$ cat src/rtl/wb_src_pkg.sv
// Shared types and constants for the register-file write-back source selector.
package wb_src_pkg;

    typedef enum logic [0:0] {
        ST_IDLE = 1'b0,
        ST_WAIT = 1'b1
    } state_t;

    localparam int DEFAULT_DATA_W  = 32;
    localparam int DEFAULT_NUM_SRC = 10;

    localparam int SRC_ALUOUT   = 0;
    localparam int SRC_SLS      = 1;
    localparam int SRC_LO       = 2;
    localparam int SRC_HI       = 3;
    localparam int SRC_SHIFTREG = 4;
    localparam int SRC_LT       = 5;
    localparam int SRC_SIGNEXT  = 6;
    localparam int SRC_SHL16    = 7;
    localparam int SRC_REGA     = 8;
    localparam int SRC_REGB     = 9;

    // A single-source mux still needs a one-bit select port.
    function automatic int sel_width(input int n);
        return (n > 1) ? $clog2(n) : 1;
    endfunction

endpackage

$ cat src/rtl/wb_src_timer.sv
// Saturating WAIT-state cycle counter; expired marks the last permitted wait cycle.
module wb_src_timer #(
    parameter int TIMEOUT_CYCLES = 64,
    localparam int CNT_W = $clog2(TIMEOUT_CYCLES + 1)
) (
    input  logic clk,
    input  logic reset,
    input  logic clr,
    input  logic en,
    output logic expired
);

    localparam logic [CNT_W-1:0] CNT_LAST = CNT_W'(TIMEOUT_CYCLES - 1);
    localparam logic [CNT_W-1:0] CNT_MAX  = CNT_W'(TIMEOUT_CYCLES);

    logic [CNT_W-1:0] count;

    always_ff @(posedge clk or posedge reset) begin
        if (reset) begin
            count <= '0;
        end else if (clr) begin
            count <= '0;
        end else if (en && (count != CNT_MAX)) begin
            count <= count + 1'b1;
        end
    end

    // count holds the number of wait cycles already completed before this edge
    assign expired = en && (count >= CNT_LAST);

endmodule

$ cat src/rtl/writeback_source_mux.sv
// Registered write-back source selector that waits for the chosen source to be ready.
// Optional timeout abort of the WAIT state is built when WB_SRC_TIMEOUT_EN is defined.
module writeback_source_mux
    import wb_src_pkg::*;
#(
    parameter int DATA_W         = DEFAULT_DATA_W,
    parameter int NUM_SRC        = DEFAULT_NUM_SRC,
    parameter int TIMEOUT_CYCLES = 64,
    localparam int SEL_W         = sel_width(NUM_SRC)
) (
    input  logic                      clk,
    input  logic                      reset,
    input  logic                      req_valid,
    input  logic [SEL_W-1:0]          req_sel,
    input  logic [NUM_SRC*DATA_W-1:0] src_data,
    input  logic [NUM_SRC-1:0]        src_ready,
    output logic [DATA_W-1:0]         wb_data,
    output logic [SEL_W-1:0]          wb_sel,
    output logic                      wb_valid,
    output logic                      busy,
    output logic                      err
);

    localparam int                 PAD_N     = 2 ** SEL_W;
    localparam logic [SEL_W:0]     NUM_SRC_L = NUM_SRC[SEL_W:0];

    state_t             state;
    logic [SEL_W-1:0]   wait_sel;
    logic [SEL_W-1:0]   cur_sel;
    logic [DATA_W-1:0]  chan [PAD_N];
    logic [PAD_N-1:0]   rdy_pad;
    logic [DATA_W-1:0]  cur_data;
    logic               cur_ready;
    logic               sel_legal;
    logic               timeout_hit;

    // Pad sources to a power of two so any select value indexes safely.
    for (genvar k = 0; k < PAD_N; k++) begin : g_chan
        if (k < NUM_SRC) begin : g_real
            assign chan[k]    = src_data[k*DATA_W +: DATA_W];
            assign rdy_pad[k] = src_ready[k];
        end else begin : g_pad
            assign chan[k]    = '0;
            assign rdy_pad[k] = 1'b0;
        end
    end

    assign cur_sel   = (state == ST_IDLE) ? req_sel : wait_sel;
    assign cur_data  = chan[cur_sel];
    assign cur_ready = rdy_pad[cur_sel];
    assign sel_legal = ({1'b0, req_sel} < NUM_SRC_L);

`ifdef WB_SRC_TIMEOUT_EN
    wb_src_timer #(
        .TIMEOUT_CYCLES (TIMEOUT_CYCLES)
    ) u_timer (
        .clk     (clk),
        .reset   (reset),
        .clr     (state == ST_IDLE),
        .en      (state == ST_WAIT),
        .expired (timeout_hit)
    );
`else
    assign timeout_hit = 1'b0;
`endif

    always_ff @(posedge clk or posedge reset) begin
        if (reset) begin
            state    <= ST_IDLE;
            wait_sel <= '0;
            wb_data  <= '0;
            wb_sel   <= '0;
            wb_valid <= 1'b0;
            busy     <= 1'b0;
            err      <= 1'b0;
        end else begin
            wb_valid <= 1'b0;
            err      <= 1'b0;
            case (state)
                ST_IDLE: begin
                    if (req_valid) begin
                        if (!sel_legal) begin
                            err <= 1'b1;
                        end else if (cur_ready) begin
                            wb_data  <= cur_data;
                            wb_sel   <= req_sel;
                            wb_valid <= 1'b1;
                        end else begin
                            wait_sel <= req_sel;
                            state    <= ST_WAIT;
                            busy     <= 1'b1;
                        end
                    end
                end
                ST_WAIT: begin
                    // Ready takes priority over a timeout expiring on the same edge.
                    if (cur_ready) begin
                        wb_data  <= cur_data;
                        wb_sel   <= wait_sel;
                        wb_valid <= 1'b1;
                        state    <= ST_IDLE;
                        busy     <= 1'b0;
                    end else if (timeout_hit) begin
                        err   <= 1'b1;
                        state <= ST_IDLE;
                        busy  <= 1'b0;
                    end
                end
                default: begin
                    state <= ST_IDLE;
                    busy  <= 1'b0;
                end
            endcase
        end
    end

endmodule

$ cat config.mk
export PLATFORM = sky130hd
export DESIGN_NAME = writeback_source_mux
export DESIGN_NICKNAME = d
export VERILOG_FILES = /design/src/rtl/wb_src_pkg.sv /design/src/rtl/wb_src_timer.sv /design/src/rtl/writeback_source_mux.sv
export SDC_FILE = /design/constraint.sdc
export NUM_CORES = 1
export LEC_CHECK = 0
export BUFFER_PORTS_ARGS = -buffer_cell sky130_fd_sc_hd__buf_2
export CAP_MARGIN = 20
export CORE_AREA = 2 2 146 148
export DETAILED_ROUTE_END_ITERATION = 8
export DIE_AREA = 0 0 148 150
export GPL_ROUTABILITY_DRIVEN = 1
export GPL_TIMING_DRIVEN = 0
export RECOVER_POWER = 25
export SLEW_MARGIN = 20
export SYNTH_ARGS = -nofsm -noshare
export SYNTH_HDL_FRONTEND = slang
export SYNTH_HIERARCHICAL = 1
export SYNTH_SLANG_ARGS = --single-unit
$ cat constraint.sdc
create_clock -name clk -period 2.6 [get_ports clk]
set_clock_uncertainty 0.05 [all_clocks]
set_input_delay 0.13 -clock clk [delete_from_list [all_inputs] [get_ports clk]]
set_output_delay 0.13 -clock clk [all_outputs]
set_load 0.01 [all_outputs]
==> impl_metrics.py <==
metrics = {
    "run_status": {
        "outcome": "finished clean",
    },
    "global_routing": {
        "grt_remaining_overflow": 0,
        "grt_pass1_vias": 5846,
        "grt_use_total": 0.2119,
        "grt_max_degree": 25,
        "grt_pass1_wl_mm": 34.46,
        "antenna_found_initial": 6,
    },
    "route": {
        "ant_nets": 0,
        "drc": 0,
        "vias": 5747,
        "via_per_inst": 4.870,
        "drt_first_pass_iters": 5,
        "routedWlPerCell_um": 20.93,
        "dr.first_iter.drc_count": 196,
        "wl_mm": 24.70,
    },
    "pwr": {
        "power.leakage_nw": 3.568,
        "power_density_nw_per_um2": 955.7,
        "vdd_drop_max_v": 0.0003666,
    },
    "logic_synthesis": {
        "synth_area_um2": 4384,
        "synth_cells": 497,
        "synth_common_cells": "nand2_1 (135), nand3_1 (67), dfrtp_1 (44)",
        "ys_warn_count": 6,
        "ys.flop_type": "dfrtp_1",
        "synth_top_area_cell": "dfrtp_1",
        "seq_area_frac_synth": 0.2511,
        "synth.distinct_cells": 34,
        "synth_edf_count": 0,
        "avgSynthCellArea_um2": 8.821,
        "ys_top_cells_by_area": "dfrtp_1 (25%), mux4_2 (16%), nand2_1 (12%)",
        "synthesis.nets": 834,
        "synth.most_common_cell": "nand2_1",
        "async_flop_share": 1.000,
        "synth-seq-cells": 44,
        "synth_top_area_share": 0.2511,
    },
    "clock_tree": {
        "cts-root-buf": "clkbuf_16",
        "max-clock-path-buffers": 2,
        "cts.sinks": 44,
        "htreeDepth": 2,
        "clkLatencyLatePin_ps": 310,
        "clk_pin_slew_ps": 70,
        "cts_tree": "done",
        "cts_buffers": 5,
    },
    "final_layout": {
        "layout-drive-gt1-share": 0.5600,
        "nFillCells": 2238,
        "nets": 1236,
        "area_delta_synth_final_pct": 64.67,
    },
    "timing": {
        "finalCriticalPeriod_ps": 2530,
        "finalHoldViolCount": 0,
        "timing.slew.headroom": 0.3524,
        "maxSlewViolCount": 0,
        "fmax_mhz": 395.2,
        "setup-tns-final_ps": 0,
        "fin_ws_ps": 69.76,
        "tightestPinTransition_ps": 970.3,
        "period_share": 0.9732,
        "setup_viol": 0,
    },
    "setup_path": {
        "path_max_fanout": 10,
        "cp_slowest_cell": "mux4_2",
        "cp_slowest_stage_delay_ps": 540,
        "crit_type": "flop to flop",
        "arrival_ps": 2670,
        "path_cells": "buf_6 -> mux2i_4 -> buf_4 -> buf_6 -> mux4_2 -> o2111ai_2 -> o21ai_0 -> mux2_2",
        "end_kind": "flop",
        "worst_path_most_repeated_cell": "buf_6",
        "cp.required_ps": 2740,
        "cpLargestDelayFamily": "multiplexers",
        "cp-start-kind": "flop",
        "cp_num_buf_inv": 3,
    },
    "floorplan": {
        "dieArea_um2": 22200,
        "io_pins": 376,
        "die_h_um": 150,
        "design.core.area_um2": 20690,
        "fp.dieW_um": 148,
        "start_util": 0.2119,
        "fp-row-count": 53,
    },
    "placement": {
        "post-dp-hpwl_mm": 19.45,
        "io_buffers": 375,
        "dpl_worst_slack_ps": -719.1,
        "place_congestion": 0.8517,
    },
    "worst_hold_path": {
        "hold_class": "primary input to flop",
    },
    "run": {
        "cap_violations": 0,
    },
}
==> metal layers <==
metal	up-vias	wire, µm	GRT usage
li1	2664	-	-
met1	2717	9603	0.2376
met2	326	12490	0.3887
met3	36	2010	0.05854
met4	4	575	0.06667
met5	-	26	0
==> area by class of cell <==
type / instances / area, µm² / share of cell area
multi-input cells: 405 / 3138 / 0.4347
repair buffers: 396 / 2132 / 0.2953
flip-flops and latches: 44 / 1101 / 0.1525
well taps: 275 / 344.1 / 0.04766
plain buffers: 41 / 297.8 / 0.04125
clock buffers: 5 / 125.1 / 0.01733
clock inverters: 3 / 46.29 / 0.006412
inverters: 6 / 22.52 / 0.003120
diodes: 5 / 12.51 / 0.001733
==> kinds of logic (layout without fill, tap and decap cells) <==
| logic type | after synthesis | in the layout | synth area share |
|---|---|---|---|
| AND/OR/NAND/NOR | 215 | 215 | 0.2100 |
| multiplexers | 113 | 113 | 0.3653 |
| AO/OA/AOI/OAI | 77 | 77 | 0.1213 |
| buffers and inverters | 48 | 451 | 0.05223 |
| flip-flops | 44 | 44 | 0.2511 |
| other | 0 | 5 | 0 |
==> power breakdown <==
group	internal, mW	switching [mW]
sequential	1.01	0.194
clock	0.458	0.315
combinational	2.29	2.63
total	3.76	3.14
==> path summary, 6_finish.rpt <==
check                      slack [ps]  cells after the start   startpoint           to
hold / removal                     70                      2    req_valid          err
hold reg to reg                   450                      1  wb_data[12]  wb_data[12]
setup reg to reg                   70                      8        state   wb_data[7]
setup / recovery                   70                      8        state   wb_data[7]
min in group asynchronous         530                      3        reset          err
max in group asynchronous        1300                      4        reset  wb_data[13]
==> metrics by stage <==
| step | util | hold WS (ps) | area (µm²) | power (mW) | std cells |
|---|---|---|---|---|---|
| floorplan | - | 230.6 | 4384 | 3.874 | 497 |
| global placement | 0.3192 | 367.4 | 6605 | 5.489 | 1147 |
| detailed placement | 0.3211 | 155.4 | 6643 | 5.570 | 1149 |
| CTS | 0.3448 | 48.88 | 7134 | 6.868 | 1172 |
| global route | 0.3485 | 63.23 | 7209 | 7.365 | 1176 |
| finish | 0.3489 | 65.56 | 7219 | 6.900 | 1180 |
==> layout by cell type, fill, tap and decap left out, types with 4 or more instances in the layout <==
cell type	netlist	layout
nand3_1	67	67
clkbuf_2	0	6
inv_1	6	6
mux2_2	31	30
o2111ai_1	33	31
dfrtp_1	44	44
nor2_1	5	4
o21ai_1	4	5
mux2_4	1	9
buf_4	1	11
buf_2	12	373
clkbuf_1	21	22
clkbuf_16	0	6
diode_2	0	5
mux2i_1	39	36
nand2_1	135	135
mux4_2	32	32
buf_6	4	4
clkbuf_4	0	5
o21ai_0	30	29
buf_12	0	8
==> what timing repair did <==
action	4_1_cts	5_1_grt
hold buffers	1	0
endpoints found under the hold margin	20	0
pin swaps	2	3
endpoints found under the setup margin	42	38
gates resized for setup	48	18
gates cloned	2	1
setup buffers	12	3
==> registers in the layout (all words and copies together), names as in the netlist <==
signal / flops
state: 1
wb_sel: 4
wait_sel: 4
wb_valid: 1
wb_data: 32
busy: 1
err: 1
==> worst register-to-register path, cell delays in order, from the launching register on <==
cell and delay [ps]:
dfrtp_1 370, buf_6 150, mux2i_4 230, buf_4 200, buf_6 210, mux4_2 550
o2111ai_2 240, o21ai_0 140, mux2_2 280
(Power assumes the default switching activity.)
